### config.mk
export PLATFORM = sky130hd
export DESIGN_NAME = data_mem_access
export DESIGN_NICKNAME = d
export VERILOG_FILES = /design/src/rtl/data_mem_access.sv
export SDC_FILE = /design/constraint.sdc
export NUM_CORES = 1
export LEC_CHECK = 0
export BUFFER_PORTS_ARGS = -buffer_cell sky130_fd_sc_hd__buf_2
export CAP_MARGIN = 25
export CORE_MARGIN = 3
export CORE_UTILIZATION = 49
export DETAILED_ROUTE_END_ITERATION = 8
export PLACE_DENSITY = 0.79
export SETUP_SLACK_MARGIN = 0.3
export SYNTH_ARGS = -nofsm -noshare
export SYNTH_HDL_FRONTEND = slang
export SYNTH_SLANG_ARGS = --single-unit
export TNS_END_PERCENT = 20
### constraint.sdc
create_clock -name CLK -period 3.65 [get_ports CLK]
set_input_delay 0 -clock CLK [delete_from_list [all_inputs] [get_ports CLK]]
set_output_delay 0 -clock CLK [all_outputs]
set_load 0.01 [all_outputs]
### src/rtl/data_mem_access.sv
// data_mem_access: load/store sequencer between execute and the data bus.
// Captures one request, runs a single valid/ready bus transaction, builds
// byte strobes and replicated write data, and right-aligns read data for
// load_unit. BUSY stalls the pipeline while a transaction is outstanding.
// Optional build macro: MISALIGN_TRAP_EN (trap misaligned half/word
// accesses instead of silently ignoring the low address bits).
module data_mem_access #(
  parameter int unsigned TIMEOUT_CYCLES = 255
) (
  input  logic        CLK,
  input  logic        RESET,
  input  logic        START,
  input  logic        IS_STORE,
  input  logic [1:0]  MEM_SIZE,
  input  logic [31:0] ADDRESS,
  input  logic [31:0] STORE_DATA,
  output logic        BUSY,
  output logic        DONE,
  output logic        ERROR,
  output logic        MISALIGNED,
  output logic [31:0] LOAD_DATA,
  output logic        BUS_VALID,
  input  logic        BUS_READY,
  output logic        BUS_WE,
  output logic [31:0] BUS_ADDR,
  output logic [3:0]  BUS_WSTRB,
  output logic [31:0] BUS_WDATA,
  input  logic        BUS_RVALID,
  input  logic [31:0] BUS_RDATA
);

  typedef enum logic [1:0] {S_IDLE, S_REQ, S_RESP, S_FIN} state_t;

  localparam int unsigned CW = (TIMEOUT_CYCLES > 1) ? $clog2(TIMEOUT_CYCLES) : 1;
  localparam logic [CW-1:0] LP_CNT_LAST = CW'(TIMEOUT_CYCLES - 1);
  localparam bit LP_TMO_EN = (TIMEOUT_CYCLES != 0);

  state_t      r_state;
  logic        r_busy;
  logic        r_done;
  logic        r_error;
  logic [31:0] r_load_data;
  logic        r_bus_valid;
  logic        r_bus_we;
  logic [31:0] r_bus_addr;
  logic [3:0]  r_bus_wstrb;
  logic [31:0] r_bus_wdata;
  logic        r_is_store;
  logic [1:0]  r_off;
  logic [CW-1:0] r_cnt;

  logic [1:0]  w_off;
  logic [3:0]  w_wstrb;
  logic [31:0] w_wdata;
  logic        w_tmo_hit;

`ifdef MISALIGN_TRAP_EN
  logic r_misal;
  logic w_misal;

  // Half needs an even address, word needs a 4-byte aligned address
  always_comb begin
    w_misal = 1'b0;
    case (MEM_SIZE)
      2'b00:   w_misal = 1'b0;
      2'b01:   w_misal = ADDRESS[0];
      default: w_misal = |ADDRESS[1:0];
    endcase
  end

  assign MISALIGNED = r_misal;
`else
  assign MISALIGNED = 1'b0;
`endif

  // Lane offset, byte strobes and replicated write data from the raw request
  always_comb begin
    w_off   = ADDRESS[1:0];
    w_wstrb = '0;
    w_wdata = STORE_DATA;
    case (MEM_SIZE)
      2'b00: begin
        w_off   = ADDRESS[1:0];
        w_wstrb = 4'b0001 << w_off;
        w_wdata = {4{STORE_DATA[7:0]}};
      end
      2'b01: begin
        w_off   = {ADDRESS[1], 1'b0};
        w_wstrb = 4'b0011 << w_off;
        w_wdata = {2{STORE_DATA[15:0]}};
      end
      default: begin
        w_off   = 2'b00;
        w_wstrb = 4'b1111;
        w_wdata = STORE_DATA;
      end
    endcase
    if (!IS_STORE) begin
      w_wstrb = '0;
    end
  end

  assign w_tmo_hit = LP_TMO_EN && (r_cnt == LP_CNT_LAST);

  // Request/response sequencer with registered outputs
  always_ff @(posedge CLK or posedge RESET) begin
    if (RESET) begin
      r_state     <= S_IDLE;
      r_busy      <= 1'b0;
      r_done      <= 1'b0;
      r_error     <= 1'b0;
      r_load_data <= '0;
      r_bus_valid <= 1'b0;
      r_bus_we    <= 1'b0;
      r_bus_addr  <= '0;
      r_bus_wstrb <= '0;
      r_bus_wdata <= '0;
      r_is_store  <= 1'b0;
      r_off       <= '0;
      r_cnt       <= '0;
`ifdef MISALIGN_TRAP_EN
      r_misal     <= 1'b0;
`endif
    end else begin
      r_done  <= 1'b0;
      r_error <= 1'b0;
`ifdef MISALIGN_TRAP_EN
      r_misal <= 1'b0;
`endif
      case (r_state)
        S_IDLE: begin
          if (START) begin
            r_is_store  <= IS_STORE;
            r_off       <= w_off;
            r_bus_addr  <= {ADDRESS[31:2], 2'b00};
            r_bus_we    <= IS_STORE;
            r_bus_wstrb <= w_wstrb;
            r_bus_wdata <= w_wdata;
            r_busy      <= 1'b1;
            r_cnt       <= '0;
`ifdef MISALIGN_TRAP_EN
            if (w_misal) begin
              r_state <= S_FIN;
              r_done  <= 1'b1;
              r_misal <= 1'b1;
            end else begin
              r_state     <= S_REQ;
              r_bus_valid <= 1'b1;
            end
`else
            r_state     <= S_REQ;
            r_bus_valid <= 1'b1;
`endif
          end
        end
        S_REQ: begin
          if (r_bus_valid && BUS_READY) begin
            r_bus_valid <= 1'b0;
            r_cnt       <= '0;
            if (r_is_store) begin
              r_state <= S_FIN;
              r_done  <= 1'b1;
            end else begin
              r_state <= S_RESP;
            end
          end else if (w_tmo_hit) begin
            r_bus_valid <= 1'b0;
            r_load_data <= '0;
            r_state     <= S_FIN;
            r_done      <= 1'b1;
            r_error     <= 1'b1;
          end else begin
            r_cnt <= r_cnt + CW'(1);
          end
        end
        S_RESP: begin
          if (BUS_RVALID) begin
            r_load_data <= BUS_RDATA >> {r_off, 3'b000};
            r_state     <= S_FIN;
            r_done      <= 1'b1;
          end else if (w_tmo_hit) begin
            r_load_data <= '0;
            r_state     <= S_FIN;
            r_done      <= 1'b1;
            r_error     <= 1'b1;
          end else begin
            r_cnt <= r_cnt + CW'(1);
          end
        end
        S_FIN: begin
          r_state <= S_IDLE;
          r_busy  <= 1'b0;
        end
        default: begin
          r_state <= S_IDLE;
          r_busy  <= 1'b0;
        end
      endcase
    end
  end

  assign BUSY      = r_busy;
  assign DONE      = r_done;
  assign ERROR     = r_error;
  assign LOAD_DATA = r_load_data;
  assign BUS_VALID = r_bus_valid;
  assign BUS_WE    = r_bus_we;
  assign BUS_ADDR  = r_bus_addr;
  assign BUS_WSTRB = r_bus_wstrb;
  assign BUS_WDATA = r_bus_wdata;

endmodule

# Word level (Yosys, flattened, before mapping)

Cells that the tools add are included.

$add $sub $neg: 1
Multiply operators: 0
Div/mod/pow operators: 0
Magnitude comparators: 0
Equality and inequality tests: 9
Shifts and indexed selects: 3
Multiplexer cells: 32
Bitwise operators: 0
Reductions and logical operators: 12

Operators with widths:

| operator              | count |
|---|---|
| $pmux W32 S2          | 2 |
| $mux W32              | 3 |
| $mux W8               | 4 |
| $shr A32 B5 Y32       | 1 |
| $pmux W8 S3           | 1 |
| $mux W1               | 10 |
| $add A8 B1 Y8 const B | 1 |
| $eq A8 B8 Y1 const B  | 1 |
| $mux W2               | 4 |
| $pmux W1 S2           | 4 |
| $pmux W2 S4           | 1 |
| $pmux W4 S2           | 1 |
| $ne A2 B2 Y1 const B  | 3 |
| $reduce_and A2 Y1     | 3 |
| $reduce_and A3 Y1     | 2 |
| $reduce_bool A2 Y1    | 3 |
| $eq A2 B1 Y1 const B  | 2 |
| $eq A2 B2 Y1 const B  | 2 |
| $logic_not A2 Y1      | 2 |
| $mux W4               | 1 |
| $pmux W2 S2           | 1 |
| $shl A1 B2 Y4 const A | 1 |
| $shl A2 B2 Y4 const A | 1 |
| $ne A3 B3 Y1 const B  | 1 |
| other kinds (2)       | 2 |

Bits in registers: 115
Latch bits: 0
RAM bits: 0
ROM bits: 0
Input bits: 104
Logic and storage cells: 69
Memories kept: 0

# Longest topological paths before layout

Gate-level depths: netlist of the first run.

Depth after elaboration: 4
Gate-level depth with buffers: 9
Mapped depth without buffers: 6

# Worst setup path after synthesis of the first run

Ideal clock, no wire load.

Path type: register to register
Start point: reg r_state[1]
End point: reg r_cnt[5]
Data arrival time: 1617 ps
Setup slack: 1912 ps
Cell stages (with the launch flop): 8
Period minus slack after synthesis: 1738 ps
Path through: dfrtp_1 > inv_1 > ha_1 > buf_6 > nor2b_4 > or3_4 > a31o_1 > a22o_1

Longest elaborated chain between the ends: 3
Elaborated cells on any way between the ends: 8
Classes of those cells: 4 x eq/ne; 1 x mux; 3 x reduce/logical

Ends and longest elaborated chain:

| what                                                                       | RTL line | text |
|---|---|---|
| from (decl)                                                                | 38       | `state_t r_state;` |
| from (signal assigned)                                                     | 108      | `r_state <= S_IDLE;` |
| from (signal assigned)                                                     | 151      | `r_state <= S_REQ;` |
| from (signal assigned)                                                     | 161      | `r_state <= S_FIN;` |
| $eq A2 B2 Y1, or another cell as far along                                 | 130      | `case (r_state)` |
| $ne A2 B2 Y1 (no source line) / $reduce_bool A3 Y1 (equally long branches) | n/a      |  |
| $reduce_and A3 Y1 (no source line)                                         | n/a      |  |
| to (signal assigned)                                                       | 173      | `r_cnt <= r_cnt + CW'(1);` |
| to (signal assigned)                                                       | 187      | `r_cnt <= r_cnt + CW'(1);` |
| to (decl)                                                                  | 50       | `logic [CW-1:0] r_cnt;` |

Several ways; a longest one is shown, not always the timed one.
A chain may end at the register's enable or synchronous reset.

# Worst setup path in the final report of the first run

Start point: reg r_state[1]
End point: reg r_bus_wstrb[2] (netlist: BUS_WSTRB[2])

Longest elaborated chain between the ends: 2

Ends and longest elaborated chain:

| what                               | RTL line | text |
|---|---|---|
| $logic_not A2 Y1                   | 130      |  |
| $reduce_and A2 Y1 (no source line) | n/a      |  |
| to (signal assigned)               | 137      | `r_bus_wstrb <= w_wstrb;` |
| to (decl)                          | 46       | `logic [3:0] r_bus_wstrb;` |

Every way passes these cells.

==> results.ini, run 1 <==
[run_status]
status=finished, final reports clean

[power]
power_density_nw_per_um2=785
p_int_mw=3.99
finalPower_mw=6.40
p_switching_mw=2.41
p_clk_share_pct=23.9
swShare_pct=37.6
power_leakage_nw=3.96
power_frac_seq_pct=34.7
worst_ir_drop_vdd_v=0.000408
combPwrFrac_pct=41.4

[floorplanning]
ios=210
die_area_um2=12400
initial_core_util_pct=51.3
die_y_um=111
fp-row-count=37
fp.dieW_um=111
core_um2=10600

[synthesis]
postSynthAreaPerCell_um2=11.5
ys_warn_count=0
syn_area_um2=5420
postSynthCellCount=471
synth_edf_count=0
async_flop_share_pct=100
synth_flop_cell=dfrtp_1
synth.ff_latch_count=115
synth_top_cell_area_share_pct=53.1
ys_seq_area_share_pct=53.1
synthTopCellsByArea=dfrtp_1 53%, mux2_2 8.1%, mux2i_1 7.4%
yosys.area.top_type=dfrtp_1
ys_types=44

[placement]
dp_cells=785
gp_congestion=0.866
place.detailed.hpwl_mm=10.3
post-place-ws_ns=1.37
io_buffers=206
placed_area_um2=6440

[global_routing]
grt-ovfl-total=0
grt_antenna_before_repair=2
grt_pass1_vias=5813
grt_util_all_layers_pct=30.3
grt_pass1_wl_mm=29.9
grt_max_degree=97

[detailed_routing]
vias=5284
dr.pass1.iters=4
dr_wl_met2_mm=9.55
drc=0
wl_met3_mm=1.50
antenna_left=0
highest_layer=met4
vias_per_cell=5.67
wl_met1_mm=6.92
wirelength_mm=18.7
wire_per_inst_um=20.1
drt_iter0_drc=474

[final_layout]
finalNonFillerCells=932
drive_gt1_share_pct=36.8
postLayoutCellArea_um2=8160
num-fill-cells=619
finalCoreUtilization_pct=77.3
area_growth_syn_to_layout_pct=50.6
fin_nets=891

[timing]
fmax_mhz=374
whs_ns=0.0483
period_needed_ns=2.68
max_slew_margin_pct=33.8
rsz0062_at_grt=no
worst_pin_slew_ns=0.993
setup_slack_ns=0.973
fin_crit_sh_pct=73.3
hold_violations=0
finClkSkew_ns=0.0146
setup_viol=0
totalNegativeSetupSlack_ns=0
drv_slew=0

[critical_path]
critical_path_class=reg2reg
startpoint_type=flop
r2r_setup_slack_ns=0.97
arrival_ns=3.12
r2r-start=r_state[1]
r2r_end=BUS_WSTRB[2]
rr_worst_depth=5
cp_max_fo=96
cp-startpoint=r_state[1]
required_ns=4.09
end_kind=flop
cp-endpoint=BUS_WSTRB[2]

[clock_tree]
clock-root-buffer=clkbuf_8
clk_path_buf_depth=2
cts_tree=yes
path_clk_slew_ns=0.06
worst_skew_pair.late_latency_ns=0.52
htreeDepth=4
cts_buffers=17
cts.sinks=115

[worst_hold_path]
hold_class=in2async

[flow_run]
maxCapViolations=0

[cell usage after synthesis, drive strengths merged (6+ instances only)]
library cell and instances:
o21ai 49, clkbuf 9, buf 23, nor2b 12, nor2 19, mux2 39, a21oi 12, a32o 8
a22o 22, nand2 54, dfrtp 115, a211o 8, ha 6, mux2i 40, nand3 6, o2bb2ai 10
inv 8
[placed cells by master, fill, tap and decap left out, types with 10 or more instances in the layout]
cell	Yosys	layout
a22o_1	22	22
mux2_2	39	39
o2bb2ai_1	10	10
clkbuf_16	0	16
nor2_1	16	16
dfrtp_1	115	115
nand2_1	53	53
a21oi_1	11	11
buf_2	10	206
nor2b_1	11	11
dlygate4sd3_1	0	111
o21ai_0	47	47
mux2i_1	40	40
[final cells by class]
class | count | area, µm² | share of cell area (%)
diodes | 2 | 5.00 | 0.0614
clock buffers | 22 | 463 | 5.68
clock inverters | 10 | 82.6 | 1.01
inverters | 8 | 32.5 | 0.399
multi-input cells | 318 | 2310 | 28.4
flip-flops and latches | 115 | 2880 | 35.3
well taps | 136 | 170 | 2.09
repair buffers | 321 | 2210 | 27.1
[sequential cells by signal, summed over array words and instances, names as in the netlist]
register,cells
BUS_WSTRB,4
LOAD_DATA,32
r_is_store,1
BUS_VALID,1
BUS_WDATA,32
BUS_ADDR,30
r_off,2
r_cnt,8
BUSY,1
r_state,2
DONE,1
ERROR,1
[critical path, cell delays in order, from the launching register on]
cell           delay (ns)
dfrtp_1              0.43
inv_1                0.10
ha_1                 0.41
nand2_4              0.60
o31ai_1              0.44
dlygate4sd3_1        0.59
[routing by layer]
metal,up-vias,GRT usage [%]
met5,-,0
met4,0,13.9
met3,71,8.57
met2,308,53.4
met1,2583,33.8
li1,2322,-
[power groups by stage]
stage	logic [mW]	clock network, mW	registers (mW)
floorplan	1.28	0	2.40
global placement	2.26	0	2.19
detailed placement	2.36	0	2.21
CTS	2.47	1.53	2.22
global route	2.86	1.60	2.27
finish	2.65	1.53	2.22
[repair_timing]
action	in CTS	in global routing
setup buffers	0	0
resized for setup	0	0
hold buffers	111	0
hold endpoints to repair	185	0
[kinds of logic (layout without fill, tap and decap cells)]
logic type,after synthesis,count (layout),share of synthesized area (%)
fa+ha+maj,6,6,1.39
buf+inv,40,361,4.39
compound gates,125,125,16.0
other cells,1,5,0.0692
simple gates,105,105,9.49
mux,79,79,15.5
flops,115,115,53.1
[worst min-delay path by stage]
stage,startpoint,to,slack [ns],cells after the start
2_1_floorplan,BUS_RDATA[24],LOAD_DATA[24],0.13,1
3_3_place_gp,ADDRESS[15],BUS_ADDR[15],0.23,2
3_5_place_dp,ADDRESS[9],BUS_ADDR[9],0.24,2
4_1_cts,BUS_RDATA[2],LOAD_DATA[2],0.02,4
5_1_grt,RESET,BUS_ADDR[21],0.07,3
6_report,RESET,BUS_WDATA[2],0.05,3
Power figures use the tool's default switching activity.
==> run 2, diff against run 1 <==
==> constraint.sdc (replaced) <==
create_clock -name CLK -period 2.55 [get_ports CLK]
set_input_delay 0 -clock CLK [delete_from_list [all_inputs] [get_ports CLK]]
set_output_delay 0 -clock CLK [all_outputs]
set_load 0.01 [all_outputs]
==> run 2 against run 1 <==
Effect of this change:
- sequential power up 44%
- count of clock-buffer cells in the layout unchanged
- combinational power increased by 43%
- first-iteration DRC count decreased by 25%
- design area is 1.1% higher
- global-route usage grew 0.74 points
- worst setup slack worse by 0.53 ns
- critical path type unchanged
- largest cell class unchanged
- largest power group unchanged
==> results.ini, run 2 (synthesized netlist as in run 1, its figures left out) <==
[detailed_routing]
wirelength_mm=19.0  ; was 18.7 mm
dr.pass1.iters=5  ; was 4
drc=0  ; unchanged
antenna_left=0  ; unchanged
vias_per_cell=5.64  ; was 5.67
vias=5291  ; was 5284
drt_iter0_drc=356  ; was 474
wire_per_inst_um=20.2  ; was 20.1 µm

[floorplanning]
core_um2=10600  ; unchanged
die_area_um2=12400  ; unchanged
die_y_um=111  ; unchanged
fp-row-count=37  ; unchanged
initial_core_util_pct=51.3  ; unchanged
fp.dieW_um=111  ; unchanged
ios=210  ; unchanged

[timing]
whs_ns=0.0772  ; was 0.0483 ns
period_needed_ns=2.10  ; was 2.68 ns
drv_slew=0  ; unchanged
worst_pin_slew_ns=0.636  ; was 0.993 ns
setup_slack_ns=0.445  ; was 0.973 ns
fin_crit_sh_pct=82.5  ; was 73.3%
hold_violations=0  ; unchanged
fmax_mhz=475  ; was 374 MHz
totalNegativeSetupSlack_ns=0  ; unchanged
max_slew_margin_pct=57.6  ; was 33.8%
finClkSkew_ns=0.00833  ; was 0.0146 ns
rsz0062_at_grt=no  ; unchanged
setup_viol=0  ; unchanged

[critical_path]
required_ns=3.01  ; was 4.09 ns
r2r-start=r_state[1]  ; unchanged
arrival_ns=2.57  ; was 3.12 ns
critical_path_class=reg2reg  ; unchanged
startpoint_type=flop  ; unchanged
cp_max_fo=14  ; was 96
end_kind=flop  ; unchanged
cp-startpoint=r_state[1]  ; unchanged

[placement]
placed_area_um2=6500  ; was 6440 µm²
post-place-ws_ns=0.656  ; was 1.37 ns
gp_congestion=0.918  ; was 0.866
io_buffers=206  ; unchanged
dp_cells=790  ; was 785
place.detailed.hpwl_mm=10.3  ; about the same

[final_layout]
fin_nets=899  ; was 891
area_growth_syn_to_layout_pct=52.2  ; was 50.6%
num-fill-cells=594  ; was 619
final_common_cell=buf_2  ; unchanged
finalCoreUtilization_pct=78.1  ; was 77.3%
finalNonFillerCells=938  ; was 932
antenna_cells=0  ; was 2
final_cell_mix=206 x buf_2, 116 x dlygate4sd3_1, 115 x dfrtp_1  ; was 206 x buf_2, 115 x dfrtp_1, 111 x dlygate4sd3_1
drive_gt1_share_pct=36.9  ; was 36.8%
postLayoutCellArea_um2=8240  ; was 8160 µm²

[global_routing]
grt_pass1_vias=5647  ; was 5813
grt_pass1_wl_mm=30.0  ; was 29.9 mm
grt-ovfl-total=0  ; unchanged
grt_antenna_before_repair=0  ; was 2
grt_max_degree=116  ; was 97
grt_util_all_layers_pct=31.0  ; was 30.3%

[flow_run]
maxCapViolations=0  ; unchanged

[clock_tree]
holdBufCountCts=116  ; was 111
cts.sinks=115  ; unchanged
clock-root-buffer=clkbuf_8  ; unchanged
cts_setup_buffers=0  ; unchanged
ctsResizeCount=0  ; unchanged
cts_buffers=17  ; unchanged
path_clk_slew_ns=0.06  ; about the same
htreeDepth=4  ; unchanged
clk_path_buf_depth=2  ; unchanged
cts_tree=yes  ; unchanged
worst_skew_pair.late_latency_ns=0.53  ; was 0.52 ns

[run_status]
status=finished, final reports clean  ; unchanged

[worst_hold_path]
hold_class=in2reg  ; was in2async
min_from=MEM_SIZE[1]

[power]
power_leakage_nw=4.01  ; was 3.96 nW
finalPower_mw=9.30  ; was 6.40 mW
worst_ir_drop_vdd_v=0.000719  ; was 0.000408 V
power_density_nw_per_um2=1130  ; was 785 nW/µm²

## run 2: cell types whose count changed in the layout (fill, tap and decap cells not counted), sizes merged
cell         change
dlygate4sd3      +5
buf              +3
diode            -2
bufinv           +1
inv              -1
## run 2: cell type report
class | count | area, µm² | share of cell area [%]
Tap cell | 136 | 170 | 2.06
Clock inverter | 10 | 105 | 1.28
Inverter | 8 | 33.8 | 0.410
Sequential cell | 115 | 2880 | 34.9
Multi-Input combinational cell | 318 | 2310 | 28.1
Clock buffer | 22 | 473 | 5.74
Timing Repair Buffer | 329 | 2270 | 27.5
## run 2: where the power goes
group / leakage (nW) / switching, mW / total, mW / internal, mW
Clock: 0.286 / 0.833 / 2.31 / 1.48
Combinational: 2.29 / 2.05 / 3.78 / 1.73
Sequential: 1.43 / 0.572 / 3.20 / 2.63
## run 2: per-layer routing
metal  wire (µm)  vias to the layer above  GRT usage, %  part of all wire, %
met5           0                        -             0                    0
met4        1050                        0          17.9                  5.5
met3        1630                       98          9.28                  8.6
met2        9450                      343          53.1                   50
met1        6840                     2512          34.1                   36
li1            -                     2338             -                    -
## run 2: final timing paths
kind | endpoint | slack [ns] | cells past startpoint
setup / recovery | BUS_WSTRB[0] | 0.45 | 5
hold / removal | BUS_WSTRB[1] | 0.08 | 3
setup reg to reg | BUS_WSTRB[0] | 0.45 | 5
hold reg to reg | LOAD_DATA[23] | 0.49 | 1
max in group asynchronous | r_cnt[7] | 1.88 | 4
min in group asynchronous | BUS_ADDR[27] | 0.20 | 4
## run 2: critical path: stages, from the launching register on
cell and delay (ns):
dfrtp_1 0.42, inv_1 0.12, ha_1 0.40, nand2_4 0.21
o31ai_1 0.30, dlygate4sd3_1 0.59
==> run 3, diff against run 2 <==
==> constraint.sdc (replaced) <==
create_clock -name CLK -period 1.99 [get_ports CLK]
set_input_delay 0 -clock CLK [delete_from_list [all_inputs] [get_ports CLK]]
set_output_delay 0 -clock CLK [all_outputs]
set_load 0.01 [all_outputs]
==> run 3 against run 2 <==
Effect of this change:
- via count is 2.5% higher
- critical path depth grew 1
- cell count increased by 1.4%
- combinational power increased by 37%
- count of clock-buffer cells in the layout down 2
- sequential cell count unchanged
- first-iteration DRC count increased by 3.7%
- sequential share of layout area is 0.76 points lower
- total power is 31% higher
- clock skew increased by 0.0030 ns
- largest power group unchanged
==> results.ini, run 3 (synthesized netlist as in run 1, its figures left out) <==
[critical_path]
arrival_ns=2.12  ; was 2.57 ns
startpoint_type=flop  ; unchanged
crit_chain=inv_2, ha_4, and2_4, or3_4, a31o_1, a22o_1  ; was inv_1, ha_1, nand2_4, o31ai_1, dlygate4sd3_1
critical_path_class=reg2reg  ; unchanged
end_kind=flop  ; unchanged
max_stage_delay_ns=0.42  ; was 0.59 ns
cp_max_fo=6  ; was 14
required_ns=2.39  ; was 3.01 ns
crit_path_top_delay_cell=or3_4  ; was dlygate4sd3_1

[detailed_routing]
highest_layer=met5  ; was met4
wl_met3_mm=1.88  ; was 1.63 mm
drc=0  ; unchanged
dr_wl_met2_mm=10.1  ; was 9.45 mm
drt_iter0_drc=369  ; was 356
antenna_left=0  ; unchanged
vias_per_cell=5.70  ; was 5.64
dr.pass1.iters=5  ; unchanged
wire_per_inst_um=20.7  ; was 20.2 µm
vias=5424  ; was 5291
wirelength_mm=19.7  ; was 19.0 mm
wl_met1_mm=6.83  ; was 6.84 mm

[timing]
period_needed_ns=1.72  ; was 2.10 ns
drv_slew=0  ; unchanged
fmax_mhz=580  ; was 475 MHz
hold_violations=0  ; unchanged
max_slew_margin_pct=52.6  ; was 57.6%
worst_pin_slew_ns=0.710  ; was 0.636 ns
setup_viol=0  ; unchanged
fin_crit_sh_pct=86.6  ; was 82.5%
setup_slack_ns=0.266  ; was 0.445 ns
rsz0062_at_grt=yes  ; was no
totalNegativeSetupSlack_ns=0  ; unchanged
finClkSkew_ns=0.0113  ; was 0.00833 ns

[final_layout]
num-fill-cells=572  ; was 594
area_growth_syn_to_layout_pct=55.7  ; was 52.2%
finalNonFillerCells=951  ; was 938
final_common_cell=buf_2  ; unchanged
final_cell_mix=206 x buf_2, 115 x dlygate4sd3_1, 113 x dfrtp_1  ; was 206 x buf_2, 116 x dlygate4sd3_1, 115 x dfrtp_1
drive_gt1_share_pct=39.3  ; was 36.9%
postLayoutCellArea_um2=8430  ; was 8240 µm²
fin_nets=913  ; was 899

[global_routing]
grt_pass1_vias=5844  ; was 5647
grt_antenna_before_repair=2  ; was 0
grt-ovfl-total=0  ; unchanged
grt_util_all_layers_pct=31.6  ; was 31.0%
grt_pass1_wl_mm=30.7  ; was 30.0 mm
grt_max_degree=56  ; was 116

[power]
worst_ir_drop_vdd_v=0.00113  ; was 0.000719 V
power_leakage_nw=4.08  ; was 4.01 nW
power_density_nw_per_um2=1450  ; was 1130 nW/µm²

[placement]
post-place-ws_ns=0.155  ; was 0.656 ns
dp_cells=800  ; was 790
io_buffers=206  ; unchanged
gp_congestion=0.907  ; was 0.918
place.detailed.hpwl_mm=11.1  ; was 10.3 mm
placed_area_um2=6590  ; was 6500 µm²

[floorplanning]
die_area_um2=12400  ; unchanged
die_y_um=111  ; unchanged
initial_core_util_pct=51.3  ; unchanged
ios=210  ; unchanged
core_um2=10600  ; unchanged
fp.dieW_um=111  ; unchanged
fp-row-count=37  ; unchanged

[clock_tree]
cts_tree=yes  ; unchanged
worst_skew_pair.late_latency_ns=0.52  ; was 0.53 ns
clock-root-buffer=clkbuf_8  ; unchanged
clk_path_buf_depth=2  ; unchanged
cts_buffers=17  ; unchanged
htreeDepth=4  ; unchanged
path_clk_slew_ns=0.06  ; about the same
cts.sinks=115  ; unchanged

[flow_run]
maxCapViolations=0  ; unchanged

[run_status]
status=finished, final reports clean  ; unchanged

[worst_hold_path]
hold_class=in2reg  ; unchanged

-- run 3: path summary, 6_finish.rpt --
path	from	end	slack, ns	cells after the start
max in group asynchronous	RESET	r_cnt[0]	1.10	4
max	r_state[0]	r_cnt[5]	0.27	6
min	BUS_RDATA[5]	LOAD_DATA[5]	0.05	4
max reg2reg	r_state[0]	r_cnt[5]	0.27	6
min reg2reg	BUS_WSTRB[0]	BUS_WSTRB[0]	0.48	2
min in group asynchronous	RESET	BUS_WDATA[14]	0.15	3
-- run 3: power breakdown --
group          total [mW]  switching, mW  leakage [nW]  internal, mW
Clock                2.92           1.09         0.264          1.82
Sequential           4.12          0.739          1.43          3.38
Combinational        5.16           2.73          2.39          2.43
Total                12.2           4.56          4.08          7.63
-- run 3: layout make-up --
| type | instances | area, µm² | area share, % |
|---|---|---|---|
| Antenna cell | 1 | 2.50 | 0.0297 |
| Tap cell | 136 | 170 | 2.02 |
| Clock buffer | 20 | 445 | 5.28 |
| Clock inverter | 10 | 110 | 1.31 |
| Multi-Input combinational cell | 318 | 2380 | 28.3 |
| Inverter | 8 | 33.8 | 0.401 |
| Sequential cell | 115 | 2880 | 34.1 |
| Timing Repair Buffer | 343 | 2410 | 28.6 |
-- run 3: critical path, delay by kind of cell (launching register included) --
family          cells  cell delay (ns)
buf+inv             1             0.09
simple gates        2             0.58
fa+ha+maj           1             0.17
flops               1             0.39
compound gates      2             0.39
-- run 3: layer usage --
| layer | track usage, % | up-vias |
|---|---|---|
| met5 | 0 | - |
| met4 | 16.5 | 2 |
| met3 | 9.93 | 96 |
| met2 | 53.6 | 384 |
| met1 | 35.7 | 2582 |
| li1 | - | 2360 |
-- run 3: repair_timing --
item	CTS	global route
hold endpoints to repair	166	6
hold buffers	114	1
pin swaps	0	4
setup endpoints to repair	37	48
setup buffers	3	2
resized for setup	4	18
-- run 3: through the flow --
stage	utilization, %	hold WS, ns	power [mW]
floorplan	-	0.133	6.74
finish	79.9	0.0457	12.2
global route	79.9	0.0501	12.8
global placement	62.4	0.115	8.31
CTS	78.9	-0.145	11.7
detailed placement	62.4	0.126	8.53
